<file path="src/rtl/ram_fifo_ctrl.sv">
// FIFO controller wrapped around a 1-cycle-latency dual-port RAM.
// Writes go straight to the RAM; reads are prefetched into a 2-entry skid buffer.
module ram_fifo_ctrl #(
    parameter int ADDR_W = 12,
    parameter int DATA_W = 64
) (
    input  logic              clk,
    input  logic              rst_n,
    input  logic              s_valid,
    output logic              s_ready,
    input  logic [DATA_W-1:0] s_data,
    output logic              m_valid,
    input  logic              m_ready,
    output logic [DATA_W-1:0] m_data,
    output logic              ram_wr,
    output logic [ADDR_W-1:0] ram_wr_add,
    output logic [DATA_W-1:0] ram_in,
    output logic              ram_rd,
    output logic [ADDR_W-1:0] ram_rd_add,
    input  logic [DATA_W-1:0] ram_out,
    output logic [ADDR_W:0]   count,
    output logic              full,
    output logic              empty
);

    localparam logic [ADDR_W:0] DEPTH_V = {1'b1, {ADDR_W{1'b0}}};

    logic [ADDR_W-1:0] wr_ptr;
    logic [ADDR_W-1:0] rd_ptr;
    logic [ADDR_W:0]   ram_cnt;
    logic              inflight;
    logic [1:0]        skid_cnt;
    logic [1:0]        skid_after_pop;
    logic [DATA_W-1:0] skid0;
    logic [DATA_W-1:0] skid1;
    logic [2:0]        occ;
    logic              push;
    logic              pop;

    always_comb begin
        full           = (count == DEPTH_V);
        empty          = (count == '0);
        s_ready        = ~full;
        m_valid        = (skid_cnt != 2'd0);
        m_data         = skid0;
        push           = s_valid & s_ready;
        pop            = m_valid & m_ready;
        ram_wr         = push;
        ram_wr_add     = wr_ptr;
        ram_in         = s_data;
        skid_after_pop = skid_cnt - {1'b0, pop};
        // Slots the skid will need once everything already requested lands.
        occ            = {1'b0, skid_cnt} + {2'b00, inflight} - {2'b00, pop};
        ram_rd         = (ram_cnt != '0) && (occ < 3'd2);
        ram_rd_add     = rd_ptr;
    end

    always_ff @(posedge clk) begin
        if (!rst_n) begin
            wr_ptr   <= '0;
            rd_ptr   <= '0;
            ram_cnt  <= '0;
            inflight <= 1'b0;
            skid_cnt <= '0;
            count    <= '0;
        end else begin
            if (push)
                wr_ptr <= wr_ptr + 1'b1;
            if (ram_rd)
                rd_ptr <= rd_ptr + 1'b1;
            inflight <= ram_rd;

            case ({push, ram_rd})
                2'b10:   ram_cnt <= ram_cnt + 1'b1;
                2'b01:   ram_cnt <= ram_cnt - 1'b1;
                default: ram_cnt <= ram_cnt;
            endcase

            case ({push, pop})
                2'b10:   count <= count + 1'b1;
                2'b01:   count <= count - 1'b1;
                default: count <= count;
            endcase

            skid_cnt <= skid_after_pop + {1'b0, inflight};
        end
    end

    // Head shifts on pop; capture lands in whichever slot is the tail after that shift.
    always_ff @(posedge clk) begin
        if (pop)
            skid0 <= skid1;
        if (inflight) begin
            if (skid_after_pop == 2'd0)
                skid0 <= ram_out;
            else
                skid1 <= ram_out;
        end
    end

endmodule

</file>
<file path="config.mk">
export PLATFORM = sky130hd
export DESIGN_NAME = ram_fifo_ctrl
export DESIGN_NICKNAME = d
export VERILOG_FILES = /design/src/rtl/ram_fifo_ctrl.sv
export SDC_FILE = /design/constraint.sdc
export NUM_CORES = 1
export LEC_CHECK = 0
export BUFFER_PORTS_ARGS = -buffer_cell sky130_fd_sc_hd__buf_4
export CAP_MARGIN = 20
export CORE_MARGIN = 5
export CORE_UTILIZATION = 35
export DETAILED_ROUTE_END_ITERATION = 10
export PLACE_DENSITY = 0.61
export SYNTH_ARGS = -nofsm -noshare
export SYNTH_HDL_FRONTEND = slang
export SYNTH_SLANG_ARGS = --single-unit
</file>
<file path="constraint.sdc">
create_clock -name clk -period 11.7 [get_ports clk]
set_clock_uncertainty 0.05 [all_clocks]
set_input_delay 0.585 -clock clk [delete_from_list [all_inputs] [get_ports clk]]
set_output_delay 0.585 -clock clk [all_outputs]
set_load 0.01 [all_outputs]
</file>
Yosys cells after proc, flatten, opt, wreduce, memory -nomap -nowiden
Index checks and enable logic that the tools add are counted.
- register bits: 181
- latch bits: 0
- RAM bits: 0
- ROM bits: 0
- input port bits: 132
- output and inout port bits: 171
- logic and storage cells: 41
- memories: 0
- add/subtract/negate cells: 10
- multipliers: 0
- div/mod/pow operators: 0
- order comparisons: 1
- equality and inequality tests: 5
- shift-type cells: 0
- muxes and demuxes: 5
- bitwise operators: 4
- reduce and logical (&&, ||, !) cells: 8
- operator list (kind ; count):
    $mux W64 ; 3
    $pmux W13 S2 ; 2
    $add A13 B1 Y13 const B ; 2
    $sub A13 B1 Y13 const B ; 2
    $add A12 B1 Y12 const B ; 2
    $eq A13 B13 Y1 const B ; 1
    $logic_not A13 Y1 ; 1
    $reduce_bool A13 Y1 ; 1
    $reduce_bool A2 Y1 ; 3
    $eq A2 B1 Y1 const B ; 2
    $eq A2 B2 Y1 const B ; 2
    $add A2 B1 Y3 ; 1
    $lt A3 B2 Y1 const B ; 1
    $sub A3 B1 Y3 ; 1
    $add A2 B1 Y2 ; 1
    $and A1 B1 Y1 ; 2
    $logic_not A2 Y1 ; 1
    $not A1 Y1 ; 2
    $reduce_and A2 Y1 ; 1
    $sub A2 B1 Y2 ; 1
    $logic_and A1 B1 Y1 ; 1

Logic depth before layout (Yosys ltp)
- depth after elaboration: 7
- depth in mapped cells: 17
- depth with buffers taken out: 15

Worst setup path after synthesis
No wires, ideal clock.
- kind: input to register
- start: input m_ready
- end: register skid1[0], enable pin
- setup time: 0.494 ns
- arrival: 4.600 ns
- data required time: 11.156 ns
- setup slack: 6.556 ns
- stages: 7
- buffers on the path: 2
- cells stage by stage: o21ai_1 -> buf_2 -> buf_2 -> or2_2 -> ha_1 -> nor2_1 -> nor2b_1
- longest elaborated chain between the ends: 5
- RTL lines (element ; RTL line ; source):
    start: declaration ; 13 ; input logic m_ready,
    $and A1 B1 Y1 ; 47 ; pop = m_valid & m_ready;
    $sub A2 B1 Y2 ; 51 ; skid_after_pop = skid_cnt - {1'b0, pop};
    $logic_not A2 Y1 ; 94 ; if (skid_after_pop == 2'd0)
    $not A1 Y1 (no line) ; -- ;
    $reduce_and A2 Y1 (no line) ; -- ;
    end signal: assignment ; 97 ; skid1 <= ram_out;
    end: declaration ; 35 ; logic [DATA_W-1:0] skid1;
Every way passes these cells.
A chain may end at the register's enable or synchronous reset.

Worst setup path in the final report
- start: register skid_cnt[1]
- end: register ram_cnt[12]
- longest elaborated chain between the ends: 7
- elaborated cells between the ends (all ways): 10
- classes of those cells: 2 x add/sub; 1 x order compare; 2 x eq/ne; 1 x mux; 1 x bitwise; 3 x reduce/logical
- RTL lines (element ; RTL line ; source):
    start: declaration ; 32 ; logic [1:0] skid_cnt;
    start signal: assignment ; 85 ; skid_cnt <= skid_after_pop + {1'b0, inflight};
    branches (longest 2 deep; another with $add A2 B1 Y3) ; -- ;
    $sub A3 B1 Y3 * ; 53 ; occ = {1'b0, skid_cnt} + {2'b00, inflight} - {2'b00, pop};
    $lt A3 B2 Y1 * ; 54 ; ram_rd = (ram_cnt != '0) && (occ < 3'd2);
    $logic_and A1 B1 Y1 * ; 54 ;
    $eq A2 B1 Y1 or $eq A2 B2 Y1 (tied branches) ; 73 ; case ({push, ram_rd})
    $pmux W13 S2 or $reduce_bool A2 Y1 (tied branches) ; -- ;
    end signal: assignment ; 74 ; 2'b10: ram_cnt <= ram_cnt + 1'b1;
    end signal: assignment ; 75 ; 2'b01: ram_cnt <= ram_cnt - 1'b1;
    end signal: assignment ; 76 ; default: ram_cnt <= ram_cnt;
    end: declaration ; 30 ; logic [ADDR_W:0] ram_cnt;
Mark *: on every way between the ends.

==> results.tsv <==
metric	value	unit
worst rel slew slack	32.2	%
post-synthesis mux area share	8.18	%
worst-margin pin slew	1.02	ns
PwrDens	275	mW/mm2
total grt overflow	0	
Final TNS setup	0	ns
Die H	165	um
Leak	4.53	nW
PostCTS Resize Cnt	0	
Seq/Total Area, Yosys	50.5	%
ranking of synthesized cells by area	dfxtp_1, edfxtp_1, mux2i_1, buf_4, a21oi_1	
Fmax	214	MHz
min Tclk post-route	4.68	ns
clock insertion delay at the later pin of the skew report	0.44	ns
VDD IR max	127	uV
top_reg_cell synth	dfxtp_1	
Routed Wire Length	18700	um
Crit Path Max Fanout	14	
Post-synth EDFFs	64	
Yosys reg bits	181	
nets@finish	1067	
CTS Buffer Depth	2	
status	complete, no violations	
H-tree depth	4	
starting density of the core	35.7	%
core area	0.0236	mm2
Final Hold Viols	0	
RePlAce Congestion	0.783	
# port buffers	174	
post-synth top area share	27.8	%
largest net degree at the start of global routing	93	
Gate Count Post-Synth	807	
GRT Total Usage	13.5	%
Post-CTS Setup Bufs	0	
synth unique cells	51	
hpwl dp	13000	um
# IOs	303	
die area	0.0273	mm2
Detail Route Antenna Nets	0	
critical path required time	11.97	ns
fin crit share	40.0	%
CTS tree	built	
XOR/XNOR Fraction of Synth Area	4.26	%
CP Launch Type	flop	
clk sinks	181	
Post-Synth Simple-Gate Area	14.6	%
WP data arrival	4.95	ns
routed vias	5746	
Finish-stage setup viols	0	
RSZ-0062 raised after global routing	no	
Synth area leader	dfxtp_1	
Crit Path Category	flop to flop	
Root Driver	clkbuf_16	
FF/Latch Area	0.00426	mm2
dpl cell area	0.00956	mm2
YS warnings	0	
largest family of logic cells by synthesized area	simple AND/OR/NAND/NOR gates	
number of antenna diodes	0	
cts hold-fix bufs	0	
CP Capture Type	flop	
# rows	56	
DRC	0	
footprint of the multi-input gates	0.00353	mm2
Synth Area in Compound Gates	9.64	%
async set or reset register ratio after synthesis	0	%
Post-Syn Area	0.00844	mm2
syn avg cell area	10.5	um2
Reg clk slew, reported paths	0.08	ns
share of post-route cells with drive strength above 1	24.2	%
maxcap violations	0	
Tightest Hold Check Type	input pin to flop	
Die W	165	um
synthesis-to-layout area growth	20.0	%
DR iter-0 viols	379	
vias in the first global route	5527	
initial antenna violation count	1	
Filler Cell Count	2337	
CTS Buf Count	17	
Vias per Instance	4.65	
post-synth net total	970	
area share of fa/ha/maj cells after synthesis	4.86	%
Final Max Slew Viols	0	
WL/cell	15.1	um
first-pass GRT wire length	29200	um
post-route design area	0.0101	mm2
First-pass DRT Iterations	4	
## worst max-delay path, cell delays in order, from the launching register on
cell and delay, ns:
dfxtp_1 0.39, o21ai_4 0.44, or2_2 0.20, inv_1 0.05
fa_1 0.40, xnor2_1 0.15, nand2_1 0.14, nor2_1 0.43
ha_1 0.59, ha_1 0.39, a211oi_1 0.34, nor3_1 0.13
nand4bb_1 0.21, and3_1 0.18, or3_1 0.36, mux2i_1 0.12
## layout by cell type (no fill, tap or decap), drive strengths merged, types with 9 or more instances in the layout
cell    count
o21ai      27
xor2       18
nand2      40
buf       177
nand4       9
edfxtp     64
nor2       82
nor2b       9
inv        16
clkbuf     18
mux2i      69
xnor2      23
dfxtp     117
nand3      19
and2       36
a21oi      82
ha         28
a21o        9
## Yosys cell counts, types with 18 or more instances
cell	count
edfxtp_1	64
xnor2_1	23
nand3_1	18
nand2_1	40
dfxtp_1	117
xor2_1	18
o21ai_0	26
a21oi_1	82
mux2i_1	69
buf_4	64
nor2_1	82
and2_1	36
ha_1	28
## sequential cells by signal (all words and copies together) (netlist names)
register / cells
count: 13
inflight: 1
m_data: 64
ram_cnt: 13
ram_rd_add: 12
ram_wr_add: 12
skid1: 64
skid_cnt: 2
## worst paths after layout
check              start     endpoint  slack (ns)  cells after the start
min          ram_out[30]    skid1[30]        0.28                      1
max          skid_cnt[1]  ram_cnt[12]        7.02                     15
min reg2reg  ram_cnt[12]  ram_cnt[12]        0.44                      2
max reg2reg  skid_cnt[1]  ram_cnt[12]        7.02                     15
## power breakdown
group	switching [W]	internal (W)
sequential	0.000115	0.000873
combinational	0.000674	0.000562
clock	0.000273	0.000284
## through the flow
step	worst slack, ns	power [W]	instances	hold WS [ns]	util, %
finish	7.02	0.00278	1236	0.278	42.9
global route	6.65	0.00300	1236	0.253	42.9
CTS	7.00	0.00282	1236	0.255	42.9
detailed placement	6.90	0.00226	1204	0.437	40.5
global placement	6.93	0.00224	1204	0.425	40.5
floorplan	6.56	0.00185	807	0.396	-
## layer usage
metal | wire length (um) | vias up | track usage (%)
met5 | 13 | - | 0
met4 | 388 | 2 | 5.52
met3 | 1030 | 34 | 3.55
met2 | 8840 | 130 | 21.6
met1 | 8430 | 2634 | 17.4
li1 | - | 2946 | -
## cell type report
class                      instances  share of cell area [%]
multi-input combinational        518                    34.9
tap                              319                    3.94
clock buffer                      18                    4.24
clock inverter                    14                    1.40
timing repair buffer             177                    13.1
sequential                       181                    42.1
inverter                           9                   0.334
## logic make-up (layout without fill, tap and decap cells)
group	count (synthesis)	after routing
adders and majority gates	31	31
xor gates and xnor gates	41	41
buffers and inverters	108	218
DFF	181	181
and+or+nand+nor	235	235
AOI/OAI and AO/OA	142	142
muxes	69	69
Power figures use the tool's default switching activity.
